### src/rtl/sram_obi_arbiter_if.sv
// OBI request/response bundle used on both the master-facing and SRAM-facing
// sides of the arbiter.
interface sram_obi_arbiter_if;
    logic        req;
    logic        gnt;
    logic [31:0] addr;
    logic        we;
    logic [3:0]  be;
    logic [31:0] wdata;
    logic        rvalid;
    logic [31:0] rdata;

    modport master (output req, addr, we, be, wdata, input gnt, rvalid, rdata);
    modport slave  (input req, addr, we, be, wdata, output gnt, rvalid, rdata);
endinterface

### src/rtl/sram_obi_arbiter.sv
// Two-master round-robin OBI arbiter in front of the SRAM data port; an
// in-order owner FIFO steers each response back to the master that issued it.
module sram_obi_arbiter #(
    parameter int MAX_OUTSTANDING = 2,
    parameter int ID_W            = 1
) (
    input  logic clk_i,
    input  logic rst_ni,
    sram_obi_arbiter_if.slave  m0,
    sram_obi_arbiter_if.slave  m1,
    sram_obi_arbiter_if.master s,
    output logic busy_o,
    output logic protocol_err_o
);
    localparam int CNT_W = $clog2(MAX_OUTSTANDING + 1);
    localparam int PTR_W = (MAX_OUTSTANDING > 1) ? $clog2(MAX_OUTSTANDING) : 1;
    localparam logic [ID_W-1:0]  M0_ID    = '0;
    localparam logic [ID_W-1:0]  M1_ID    = ID_W'(1);
    localparam logic [PTR_W-1:0] PTR_LAST = PTR_W'(MAX_OUTSTANDING - 1);

    logic [ID_W-1:0]  owner_mem [MAX_OUTSTANDING];
    logic [PTR_W-1:0] wr_ptr_reg, rd_ptr_reg;
    logic [CNT_W-1:0] count_reg;
    logic [ID_W-1:0]  rr_last_reg;
    logic             err_reg;

    logic             have_winner;
    logic [ID_W-1:0]  winner_id;
    logic [ID_W-1:0]  head_id;
    logic             issue_ok;
    logic             push;
    logic             pop;

    always_comb begin
        have_winner = m0.req | m1.req;
        winner_id   = M0_ID;
        if (m0.req && m1.req) begin
            winner_id = (rr_last_reg == M0_ID) ? M1_ID : M0_ID;
        end else if (m1.req) begin
            winner_id = M1_ID;
        end
    end

    // Only the registered count gates issue, so a same-cycle pop never frees a slot.
    assign issue_ok = (count_reg < CNT_W'(MAX_OUTSTANDING));

    always_comb begin
        s.req   = rst_ni & have_winner & issue_ok;
        s.addr  = '0;
        s.we    = 1'b0;
        s.be    = '0;
        s.wdata = '0;
        if (have_winner && winner_id == M1_ID) begin
            s.addr  = m1.addr;
            s.we    = m1.we;
            s.be    = m1.be;
            s.wdata = m1.wdata;
        end else if (have_winner) begin
            s.addr  = m0.addr;
            s.we    = m0.we;
            s.be    = m0.be;
            s.wdata = m0.wdata;
        end
    end

    assign push    = s.req & s.gnt;
    assign pop     = rst_ni & s.rvalid & (count_reg != '0);
    assign head_id = owner_mem[rd_ptr_reg];

    assign m0.gnt    = push & (winner_id == M0_ID);
    assign m1.gnt    = push & (winner_id == M1_ID);
    assign m0.rvalid = pop & (head_id == M0_ID);
    assign m1.rvalid = pop & (head_id == M1_ID);
    assign m0.rdata  = s.rdata;
    assign m1.rdata  = s.rdata;

    assign busy_o         = (count_reg != '0);
    assign protocol_err_o = err_reg;

    generate
        for (genvar gi = 0; gi < MAX_OUTSTANDING; gi++) begin : g_owner
            always_ff @(posedge clk_i) begin
                if (push && wr_ptr_reg == PTR_W'(gi)) begin
                    owner_mem[gi] <= winner_id;
                end
            end
        end
    endgenerate

    always_ff @(posedge clk_i) begin
        if (!rst_ni) begin
            wr_ptr_reg  <= '0;
            rd_ptr_reg  <= '0;
            count_reg   <= '0;
            rr_last_reg <= M1_ID;
            err_reg     <= 1'b0;
        end else begin
            if (push) begin
                wr_ptr_reg  <= (wr_ptr_reg == PTR_LAST) ? '0 : wr_ptr_reg + PTR_W'(1);
                rr_last_reg <= winner_id;
            end
            if (pop) begin
                rd_ptr_reg <= (rd_ptr_reg == PTR_LAST) ? '0 : rd_ptr_reg + PTR_W'(1);
            end
            case ({push, pop})
                2'b10:   count_reg <= count_reg + CNT_W'(1);
                2'b01:   count_reg <= count_reg - CNT_W'(1);
                default: count_reg <= count_reg;
            endcase
            if (s.rvalid && count_reg == '0) begin
                err_reg <= 1'b1;
            end
        end
    end
endmodule

### src/flat_wrapper.sv
// flat-port wrapper written by rule: the top's interface ports become plain ports
module sram_obi_arbiter_flat 
#(
    parameter int MAX_OUTSTANDING = 2,
    parameter int ID_W            = 1
)
  (clk_i, rst_ni, busy_o, protocol_err_o, m0_req, m0_addr, m0_we, m0_be, m0_wdata, m0_gnt, m0_rvalid, m0_rdata, m1_req, m1_addr, m1_we, m1_be, m1_wdata, m1_gnt, m1_rvalid, m1_rdata, s_req, s_addr, s_we, s_be, s_wdata, s_gnt, s_rvalid, s_rdata);
  sram_obi_arbiter_if m0_i ();
  sram_obi_arbiter_if m1_i ();
  sram_obi_arbiter_if s_i ();
  input  logic clk_i;
  input  logic rst_ni;
  output logic busy_o;
  output logic protocol_err_o;
  input wire logic [$bits(m0_i.req)-1:0] m0_req;
  input wire logic [$bits(m0_i.addr)-1:0] m0_addr;
  input wire logic [$bits(m0_i.we)-1:0] m0_we;
  input wire logic [$bits(m0_i.be)-1:0] m0_be;
  input wire logic [$bits(m0_i.wdata)-1:0] m0_wdata;
  output wire logic [$bits(m0_i.gnt)-1:0] m0_gnt;
  output wire logic [$bits(m0_i.rvalid)-1:0] m0_rvalid;
  output wire logic [$bits(m0_i.rdata)-1:0] m0_rdata;
  input wire logic [$bits(m1_i.req)-1:0] m1_req;
  input wire logic [$bits(m1_i.addr)-1:0] m1_addr;
  input wire logic [$bits(m1_i.we)-1:0] m1_we;
  input wire logic [$bits(m1_i.be)-1:0] m1_be;
  input wire logic [$bits(m1_i.wdata)-1:0] m1_wdata;
  output wire logic [$bits(m1_i.gnt)-1:0] m1_gnt;
  output wire logic [$bits(m1_i.rvalid)-1:0] m1_rvalid;
  output wire logic [$bits(m1_i.rdata)-1:0] m1_rdata;
  output wire logic [$bits(s_i.req)-1:0] s_req;
  output wire logic [$bits(s_i.addr)-1:0] s_addr;
  output wire logic [$bits(s_i.we)-1:0] s_we;
  output wire logic [$bits(s_i.be)-1:0] s_be;
  output wire logic [$bits(s_i.wdata)-1:0] s_wdata;
  input wire logic [$bits(s_i.gnt)-1:0] s_gnt;
  input wire logic [$bits(s_i.rvalid)-1:0] s_rvalid;
  input wire logic [$bits(s_i.rdata)-1:0] s_rdata;
  assign m0_i.req = m0_req;
  assign m0_i.addr = m0_addr;
  assign m0_i.we = m0_we;
  assign m0_i.be = m0_be;
  assign m0_i.wdata = m0_wdata;
  assign m0_gnt = m0_i.gnt;
  assign m0_rvalid = m0_i.rvalid;
  assign m0_rdata = m0_i.rdata;
  assign m1_i.req = m1_req;
  assign m1_i.addr = m1_addr;
  assign m1_i.we = m1_we;
  assign m1_i.be = m1_be;
  assign m1_i.wdata = m1_wdata;
  assign m1_gnt = m1_i.gnt;
  assign m1_rvalid = m1_i.rvalid;
  assign m1_rdata = m1_i.rdata;
  assign s_req = s_i.req;
  assign s_addr = s_i.addr;
  assign s_we = s_i.we;
  assign s_be = s_i.be;
  assign s_wdata = s_i.wdata;
  assign s_i.gnt = s_gnt;
  assign s_i.rvalid = s_rvalid;
  assign s_i.rdata = s_rdata;
  sram_obi_arbiter #(.MAX_OUTSTANDING(MAX_OUTSTANDING), .ID_W(ID_W)) u_core (.clk_i(clk_i), .rst_ni(rst_ni), .m0(m0_i), .m1(m1_i), .s(s_i), .busy_o(busy_o), .protocol_err_o(protocol_err_o));
endmodule
### config.mk
export PLATFORM = sky130hd
export DESIGN_NAME = sram_obi_arbiter_flat
export DESIGN_NICKNAME = d
export VERILOG_FILES = /design/src/rtl/sram_obi_arbiter_if.sv /design/src/rtl/sram_obi_arbiter.sv /design/src/flat_wrapper.sv
export SDC_FILE = /design/constraint.sdc
export NUM_CORES = 1
export LEC_CHECK = 0
export CELL_PAD_IN_SITES_DETAIL_PLACEMENT = 1
export CELL_PAD_IN_SITES_GLOBAL_PLACEMENT = 2
export CORE_ASPECT_RATIO = 0.8
export CORE_MARGIN = 2
export CORE_UTILIZATION = 10
export DETAILED_ROUTE_END_ITERATION = 16
export PLACE_DENSITY = 0.95
export SYNTH_ARGS = -nofsm -noshare
export SYNTH_HDL_FRONTEND = slang
export SYNTH_SLANG_ARGS = --single-unit
### constraint.sdc
create_clock -name clk_i -period 2.3 [get_ports clk_i]
set_input_delay 0.46 -clock clk_i [delete_from_list [all_inputs] [get_ports clk_i]]
set_output_delay 0.46 -clock clk_i [all_outputs]
set_load 0.1 [all_outputs]
; ---- Word-level counts from Yosys, hierarchy flattened
; Memories as Yosys holds them, arrays and structs flattened. A register that Yosys moved wholly into a read port is not among the register bits.
; Cells that the tools add are included.
[totals]
memories = 1
ram_bits = 2
wordCells = 58
ff_bits = 6
output_inout_bits = 140
in_bits = 176
[memory_table]
columns = memory, words, word_bits, read_ports, rd_clocked_by_memory_dff, wr, line
row1 = u_core.owner_mem, 2, 1, 1, 1, 1, sram_obi_arbiter.sv:21  ; logic [ID_W-1:0] owner_mem [MAX_OUTSTANDING];
[op_classes]
muxes = 23
n_eq_ne = 2
reduce_logical = 9
bitwise_logic = 13
add_sub_neg = 4
n_lt_le_gt_ge = 1
[ops]
columns = operator, count
row1 = 32-bit two-way mux, 4
row2 = 1-bit two-way mux, 16
row3 = 1-bit AND, 9
row4 = 4-bit two-way mux, 2
row5 = 1-bit logical AND, 5
row6 = 2-bit case mux with 2 select lines, 1
row7 = 2-bit nonzero test, 2
row8 = 1-bit NOT, 3
row9 = 1-bit adder (second input constant), 2
row10 = 2-bit by 1-bit adder with 2-bit output (second input constant), 1
row11 = 2-bit by 1-bit == test with 1-bit output (second input constant), 1
row12 = 2-bit == test (second input constant), 1
row13 = 2-bit zero test, 1
row14 = 2-bit < comparator (second input constant), 1
row15 = 2-bit by 1-bit subtractor with 2-bit output (second input constant), 1
row16 = 1-bit OR, 1
row17 = 1-bit OR reduction, 1

; ---- Logic depth before layout (Yosys ltp)
[depth]
depth_word = 9
depth_mapped = 8
depth_no_buf = 6

; ---- Worst setup path after synthesis
; Ideal clock, no wire load.
[synth_path]
kind = in2out
start = input m0_req
end = output s_wdata[12]
n_path_buf = 3
t_arrival_ns = 3.250
required_ns = 1.840
slack_ns = -1.410
stages = 5
path_cell_list = buf_2 buf_2 clkbuf_1 nand2_1 o21ai_0
[synth_via]
elab_chain_cells = 4
word_cells_on_any_way = 6
classes_between = mux: 3 / bitwise: 1 / reduce/logical: 2
[synth_lines]
columns = element, line
row1 = start: declaration, flat_wrapper.sv:15  ; input wire logic [$bits(m0_i.req)-1:0] m0_req;
row2 = 1-bit logical AND, sram_obi_arbiter.sv:37  ; if (m0.req && m1.req) begin
row3 = 1-bit two-way mux, sram_obi_arbiter.sv:37
row4 = 1-bit logical AND, sram_obi_arbiter.sv:53  ; if (have_winner && winner_id == M1_ID) begin
row5 = 32-bit two-way mux *, sram_obi_arbiter.sv:53
row6 = end: declaration, flat_wrapper.sv:35  ; output wire logic [$bits(s_i.wdata)-1:0] s_wdata;
; Every way passes the cells marked *; elsewhere a longest branch is shown, timed or not.

; ---- Worst setup path after layout
[layout_path]
start = input m1_req
end = output s_addr[11]
[layout_via]
elab_chain_cells = 4
word_cells_on_any_way = 7
classes_between = mux: 4 / bitwise: 1 / reduce/logical: 2
[layout_lines]
columns = element, line
row1 = start: declaration, flat_wrapper.sv:23  ; input wire logic [$bits(m1_i.req)-1:0] m1_req;
row2 = 1-bit two-way mux / 1-bit logical AND (equally long branches), "sram_obi_arbiter.sv:39, sram_obi_arbiter.sv:37"
row3 = 1-bit two-way mux, sram_obi_arbiter.sv:37
row4 = 1-bit logical AND, sram_obi_arbiter.sv:53
row5 = 32-bit two-way mux *, sram_obi_arbiter.sv:53
row6 = end: declaration, flat_wrapper.sv:32  ; output wire logic [$bits(s_i.addr)-1:0] s_addr;
; Marked as above.

==> results.json <==
{
  "outcome": "finished clean",
  "cpPeakStageDelay_ns": 0.24,
  "die_w_um": 156.9,
  "stdcell_count": 753,
  "timing.final.crit_period_ns": 2.238,
  "drc": 0,
  "worstMarginPinSlew_ns": 0.5131,
  "drive_gt1_frac": 0.3100,
  "timing.fmax_ghz": 0.4468,
  "die_y_um": 126.3,
  "hold_ws_ns": 0.4931,
  "required_ns": 1.84,
  "netSwitchingPower_mw": 1.374,
  "internal_power_mw": 1.260,
  "synth_warnings": 0,
  "synth_area_leaders": "nand2_1, buf_4, o21ai_0, dfxtp_1, edfxtp_1",
  "cts_root_buf": "clkbuf_16",
  "synth_fp_nets": 512,
  "comb_power_share": 0.813,
  "finalCritPeriodShare": 0.9731,
  "ys_types": 24,
  "grt_pass1_vias": 3061,
  "finalClockSkew_ns": 0.002800,
  "gp_congestion": 0.7053,
  "p_seq_frac": 0.072,
  "cts_tree": "yes",
  "startpoint_type": "input pin",
  "final_cell_mix": "clkdlybuf4s50_1, nand2_1, buf_12",
  "synth_top_cell_by_area": "nand2_1",
  "detail_route.wl_per_cell_um": 14.08,
  "ant_nets": 0,
  "switching_share": 0.5216,
  "drv_cap": 0,
  "finalHoldViolations": 0,
  "peakVddDrop_mv": 0.2751,
  "drt-pass1-iter-count": 4,
  "num_vias": 2800,
  "row_count": 44,
  "ys_ff_latch": 9,
  "clkSinkCount": 9,
  "drv_slew": 0,
  "p_leak_nw": 2.096,
  "hold_buffers": 0,
  "worstSkewPairLatency_ns": 0.23,
  "die-area_um2": 19820,
  "powerDensity_nw_per_um2": 499.6,
  "crit_path_end_kind": "output port",
  "viasPerCell": 3.718,
  "grt_setup_unrepaired": "no",
  "final_nets": 678,
  "final_common_cell": "clkdlybuf4s50_1",
  "critPathSlowestCell": "dlygate4sd2_1",
  "clockPowerShare": 0.115,
  "grt_overflow": 0,
  "syn_area_um2": 1871,
  "core_um2": 18220,
  "initialDrtViolationCount": 88,
  "grt_antenna_before_repair": 0,
  "path_clk_slew_ns": 0.04,
  "syn_to_final_growth_pct": 181.8,
  "synth_top_area_share": 0.2789,
  "hold_path_class": "reg2reg",
  "crit_arrival_ns": 1.78,
  "setup_viol": 0,
  "syn_area_per_cell_um2": 5.584,
  "cts.path.max_buffers": 2,
  "diodes": 0,
  "grt_pass1_wl_um": 16670,
  "grt_usage": 0.1052,
  "grt_max_degree": 38,
  "cts_buffers": 3,
  "cp_max_fo": 15,
  "placed_cells": 738,
  "worst_path_most_repeated_cell": "buf_12",
  "criticalPathCategory": "in2out",
  "crit_chain": "dlygate4sd2_1 -> a21boi_4 -> buf_12 -> buf_12 -> buf_16 -> buf_4 -> o21ai_4 -> buf_12",
  "io_buffers": 219,
  "start_util": 0.1027,
  "slew_headroom": 0.6564,
  "dp_hpwl_um": 7855,
  "h-tree-depth": 1,
  "syn_inst": 335,
  "routed_wl_um": 10600,
  "io_pins": 316,
  "ys_seq_area_frac": 0.1070
}
## kinds of logic (layout without fill, tap and decap cells)
family                     count (synthesis)  after routing  synth area share
AOI/OAI and AO/OA                         74             74            0.2053
adders and majority gates                  1              1          0.006688
and+or+nand+nor                          155            155            0.3278
muxes                                      3              3           0.01873
buffers and inverters                     90            255            0.3204
xor gates and xnor gates                   3              3           0.01405
DFF                                        9              9            0.1070
## per-stage QoR
stage	power, mW	TNS (ns)	instance area, µm²	utilization	setup WS (ns)
6_report	2.634	0	5271	0.2893	0.06177
3_5_place_dp	2.247	-10.57	4920	0.2700	-0.2388
2_1_floorplan	1.886	-19.75	2086	-	-0.4739
5_1_grt	2.745	0	5271	0.2893	0.0004360
4_1_cts	2.668	0	5271	0.2893	0.05583
3_3_place_gp	2.219	-8.212	4920	0.2700	-0.1888
## timing repair
item	4_1_cts	5_1_grt
resized for setup	20	0
buffers inserted	6	0
hold endpoints to repair	0	0
endpoints found under the setup margin	68	0
## area by class of cell
cell class	instances	area, µm²
inverter	2	7.507
timing repair buffer	249	3341
fill	2111	12950
sequential	9	200.2
multi-input combinational	236	1328
tap	253	316.6
clock buffer	4	78.83
## power by group through the flow
stage,logic [mW],registers [mW],clock network (mW)
after global placement,2.03,0.190,0
after detailed placement,2.06,0.192,0
after CTS,2.17,0.189,0.313
after floorplan,1.68,0.202,0
final,2.14,0.189,0.304
after global routing,2.23,0.191,0.325
## critical path, delay by kind of cell
family / cells / cell delay [ns]
AOI/OAI and AO/OA: 2 / 0.33
buffers and inverters: 6 / 0.99
## path summary, 6_finish.rpt
kind / startpoint / to / slack (ns) / depth (start not counted)
setup / recovery: m1_req / s_addr[11] / 0.06 / 8
hold / removal: u_core.wr_ptr_reg / u_core.wr_ptr_reg / 0.49 / 1
setup reg to reg: u_core.count_reg[1] / u_core.count_reg[1] / 0.47 / 6
hold reg to reg: u_core.wr_ptr_reg / u_core.wr_ptr_reg / 0.49 / 1
## layer usage
metal	track usage	vias to the layer above	share of wire
li1	-	1344	-
met4	0.01295	0	0.0054
met2	0.1925	171	0.50
met5	0	-	0
met1	0.1137	1274	0.37
met3	0.04851	11	0.13
## Yosys cell counts
library cell / count
buf_2: 11
a21boi_2: 1
o31ai_1: 1
nand2_1: 139
a21oi_1: 1
clkbuf_1: 12
o21ai_0: 69
nor2b_1: 3
inv_1: 2
or2b_1: 1
and3_1: 1
and2_1: 3
nand2b_2: 1
or3b_1: 1
xnor2_1: 3
mux2i_1: 2
buf_4: 64
nor2_1: 6
edfxtp_1: 2
dfxtp_1: 7
buf_6: 1
mux2_4: 1
ha_1: 1
o211ai_1: 2
No activity file was read; power rests on OpenSTA's default activity.
==> variant 1, RTL diff (same settings) <==
`MAX_OUTSTANDING` is set to 2 in 2 places; all go to 4.
--- a/src/rtl/sram_obi_arbiter.sv
+++ b/src/rtl/sram_obi_arbiter.sv
@@ -2,5 +2,5 @@
 // in-order owner FIFO steers each response back to the master that issued it.
 module sram_obi_arbiter #(
-    parameter int MAX_OUTSTANDING = 2,
+    parameter int MAX_OUTSTANDING = 4,
     parameter int ID_W            = 1
 ) (
--- a/src/flat_wrapper.sv
+++ b/src/flat_wrapper.sv
@@ -2,5 +2,5 @@
 module sram_obi_arbiter_flat 
 #(
-    parameter int MAX_OUTSTANDING = 2,
+    parameter int MAX_OUTSTANDING = 4,
     parameter int ID_W            = 1
 )
Formal check against the unedited RTL: not equivalent (a bounded check fails within 4 cycles, from zero or initial values and one cycle with rst_ni low).
==> variant 1 against the unedited design <==
  * Routed wire length grew 7.6%
  * Cell area grew 11%
  * Synthesized area grew 27%
  * Sequential power grew 60%
  * Sequential cell count grew 6
  * Total power grew 3.7%
  * Register-to-register slack lost 0.19 ns
  * Setup slack gained 0.016 ns
  * Via count grew 9.0%
  * Critical path type unchanged
  * Largest power group unchanged
==> variant 1: results (changes against the unedited design) <==
synth:
  yosys-top-cells-area: "nand2_1 (22%), buf_4 (21%), o21ai_0 (12%)"
  postSynthCellCount: 367  # +9.6%
  synth_fa_ha_area_share_pct: 4.00  # +3.3 points
  synth_cell_types: 33  # +38%
  syn_nets: 550  # +7.4%
  synth_compound_area_share_pct: 21.5  # +1.0 points
  synth_mux_area_share_pct: 0.948  # -0.92 points
  synth_xor_area_share_pct: 0.738  # -0.67 points
  ys_seq_area_share_pct: 14.3  # +3.6 points
  synth-edff-count: 4  # +2
  synthTopCellsByCount: "nand2_1 (138), buf_4 (65), o21ai_0 (56)"
final_layout:
  fill_cells: 2699  # +28%
  fin_nets: 733  # +8.1%
  drive_above_1_share_pct: 35.3  # +4.3 points
clock_tree:
  clk_path_buf_depth: 2  # unchanged
grt:
  grt.total_usage_pct: 8.58  # -1.9 points
  grt_max_degree: 37  # -2.6%
  grt_pass1_wl_microns: 17200  # +3.4%
  grt_pass1_vias: 3170  # +3.6%
placement:
  dp_hpwl_microns: 9320  # +19%
  placed_area_sq_um: 5560  # +13%
  dp_cells: 848  # +15%
  place_ws_ns: -0.283  # -0.0445 ns
  place_congestion: 0.723  # +2.5%
drt:
  drt_iter0_drc: 47  # -47%
  routedWlPerCell_microns: 13.3  # -5.9%
  firstDrtPassIters: 4  # unchanged
  vias_per_cell: 3.54  # -4.7%
  routed_wl_microns: 11400  # +7.6%
setup_path:
  cp_max_fo: 11  # -4
  critPathSlowestCell: "bufbuf_16"
  r2r_cells: 9  # +3
  r2r_end: "u_core.count_reg[2]$_SDFFE_PN0P_"
  r2r_start: "u_core.count_reg[2]$_SDFFE_PN0P_"
  r2r_slack_ns: 0.28  # -0.19 ns
  slowest_delay_ns: 0.28  # +0.04 ns
run:
  drv_cap: 0  # unchanged
timing:
  fin_skew_ns: 0.000943  # -0.00186 ns
  fin_hold_ws_ns: 0.469  # -0.0241 ns
  max-slew-margin-rel_pct: 80.0  # +14 points
power_and_ir_drop:
  p_leak_nw: 2.31  # +10%
  ir_drop_v: 0.000201  # -27%
min_path:
  min-delay-start: "u_core.protocol_err_o$_SDFFE_PN0P_"
  whs_endpoint: "u_core.protocol_err_o$_SDFFE_PN0P_"
  whs_path_depth: 2  # +1
  min_path_type: "reg2reg"
outcome:
  outcome: "finished, final reports clean"
[variant 1: final cells by class]
class                           count  area (sq um)  area share, %
Sequential cell                    15           340           5.82
Clock inverter                      1          5.00         0.0856
Inverter                           11          41.3          0.706
Multi-Input combinational cell    254          1530           26.2
Clock buffer                        3          75.1           1.28
Timing Repair Buffer              265          3460           59.2
Tap cell                          312           390           6.68
[variant 1: where the power goes]
part	internal, mW	switching [mW]
logic	0.843	1.25
registers	0.289	0.0144
clock network	0.232	0.104
total	1.36	1.37
[variant 1: how the worst max path moves through the flow]
stage,startpoint,endpoint,slack (ns),cells after the start
global placement,m1_req,s_addr[14],-0.23,7
floorplan,m0_req,s_addr[28],-0.47,4
detailed placement,m1_req,s_addr[16],-0.28,7
finish,m1_req,s_addr[30],0.08,7
CTS,m0_req,s_addr[30],0.01,7
global route,m1_req,s_wdata[31],0.002,7
[variant 1: timing repair]
item                       in CTS  in global routing
buffers inserted                7                  0
setup endpoints to repair      72                  6
cloned                          2                  0
resized for setup              11                  8
pin swaps                       0                  1
[variant 1: logic make-up (layout without fill, tap and decap cells)]
kind of cell,after synthesis,after routing
and+or+nand+nor,159,159
buffers and inverters,98,280
AOI/OAI and AO/OA,85,85
DFF,15,15
adders and majority gates,7,7
xor gates and xnor gates,2,2
muxes,1,1
[variant 1: metal layers]
layer | GRT usage (%) | wire length, microns
met3 | 3.27 | 1210
met4 | 1.13 | 75
met1 | 9.48 | 4270
met2 | 15.9 | 5850
met5 | 0 | 0
[variant 1: worst max-delay path: cells and delay by family]
family | cells | cell delay (ns)
buffers and inverters | 5 | 0.97
AO/OA/AOI/OAI | 2 | 0.33
==> variant 2, RTL diff (same settings) <==
Without the edit above. Register the output `protocol_err_o` once more, cleared by the reset; this adds one clock of latency there. The other outputs are not delayed to match.
--- a/src/rtl/sram_obi_arbiter.sv
+++ b/src/rtl/sram_obi_arbiter.sv
@@ -76,5 +76,11 @@
 
     assign busy_o         = (count_reg != '0);
-    assign protocol_err_o = err_reg;
+    always_ff @(posedge clk_i) begin
+        if (!rst_ni) begin
+            protocol_err_o <= '0;
+        end else begin
+            protocol_err_o <= err_reg;
+        end
+    end
 
     generate
Behaviour: not the same (Yosys sat finds a counterexample within 4 cycles, from zero or initial values and one cycle with rst_ni low).
==> variant 2 against the unedited design <==
  * Routed wire length is 6.4% lower
  * Synthesized cell count grew 1.8%
  * Cell area is 0.85% higher
  * Highest routed layer unchanged
  * Sequential share of layout area up 0.34 points
  * Setup slack improved by 0.011 ns
  * Total power is 1.8% higher
  * Sequential cell count up 1
  * Largest cell class unchanged
  * Critical endpoint is now m1_gnt
  * Sequential power increased by 11%
  * Synthesized area grew 3.1%
==> variant 2: results (changes against the unedited design) <==
outcome:
  outcome: "finished, final reports clean"
grt:
  grt_pass1_vias: 2910  # -4.9%
  grt.total_usage_pct: 9.41  # -1.1 points
  grt_pass1_wl_microns: 15500  # -6.9%
  grt_max_degree: 58  # +53%
  met1_usage_pct: 10.6  # -0.75 points
  met2_usage_pct: 15.9  # -3.4 points
final_layout:
  fin_nets: 679  # +0.15%
  drive_above_1_share_pct: 37.1  # +6.1 points
drt:
  wl_met2_microns: 4730  # -11%
  drt_iter0_drc: 119  # +35%
  routedWlPerCell_microns: 13.1  # -7.1%
  wl_met1_microns: 3850  # -0.80%
  routed-wl-met3_microns: 1220  # -7.8%
synth:
  yosys-top-cells-area: "buf_4 (29%), nand2_1 (27%), o21ai_1 (18%)"
  synth_mux_area_share_pct: 1.56  # -0.32 points
  ys_seq_area_share_pct: 11.4  # +0.72 points
  synth_cell_types: 23  # -4.2%
  syn_nets: 518  # +1.2%
  synthTopCellsByCount: "nand2_1 (141), buf_4 (74), o21ai_1 (70)"
power_and_ir_drop:
  p_leak_nw: 2.11  # +0.67%
  ir_drop_v: 0.000206  # -25%
placement:
  dp_hpwl_microns: 8500  # +8.3%
  place_congestion: 0.771  # +9.3%
  placed_area_sq_um: 5150  # +4.7%
timing:
  fin_hold_ws_ns: 0.464  # -0.0293 ns
  fin_skew_ns: 0.00143  # -0.00137 ns
  worst_slew_pin_slew_ns: 0.355  # -0.158 ns
clock_tree:
  postCtsSetupBuffers: 1  # -5
  cts-resized-gates: 8  # -60%
setup_path:
  slowest_delay_ns: 0.52  # +0.28 ns
  critPathSlowestCell: "clkdlybuf4s50_1"
  r2r_slack_ns: 0.54  # +0.07 ns
min_path:
  min-delay-start: "u_core.err_reg$_SDFFE_PN0P_"
[variant 2: cell count changes after synthesis, moves of 2 or more]
cell,before,now
clkbuf_1,12,10
nand2_1,139,141
buf_2,11,4
o21ai_1,0,70
o21ai_0,69,0
buf_4,64,74
[variant 2: cell type report]
cell class / instances / area, sq um
well taps: 258 / 323
repair buffers: 245 / 3210
multi-input cells: 239 / 1450
clock buffers: 4 / 88.8
fillers: 2180 / 13600
flip-flops and latches: 10 / 220
inverters: 3 / 22.5
[variant 2: worst max path at each step]
stage,cells after the start,slack [ns],end,from
2_1_floorplan,7,-0.18,s_addr[10],m0_req
3_3_place_gp,7,-0.05,s_addr[6],m1_req
3_5_place_dp,7,-0.07,s_wdata[12],m1_req
4_1_cts,5,0.03,m1_gnt,rst_ni
5_1_grt,5,0.02,m0_gnt,rst_ni
6_report,5,0.07,m1_gnt,rst_ni
[variant 2: power by group]
group | leakage, nW | switching, mW | internal [mW]
sequential | 0.0844 | 0.0123 | 0.197
combinational | 1.98 | 1.29 | 0.836
clock | 0.0442 | 0.0829 | 0.262
[variant 2: metrics by stage]
step,power (mW),setup slack [ns],cells
2_1_floorplan,1.96,-0.177,341
3_3_place_gp,2.31,-0.0456,753
3_5_place_dp,2.34,-0.0700,753
4_1_cts,2.71,0.0309,759
5_1_grt,2.79,0.0247,759
6_report,2.68,0.0724,759
[variant 2: logic make-up (layout without fill, tap and decap cells)]
| family | Yosys count | count (layout) |
|---|---|---|
| buffers and inverters | 92 | 252 |
| multiplexers | 3 | 3 |
| AND/OR/NAND/NOR | 159 | 159 |
| AO/OA/AOI/OAI | 73 | 73 |
| adder cells (fa/ha/maj) | 1 | 1 |
| XOR/XNOR | 3 | 3 |
| flip-flops | 10 | 10 |
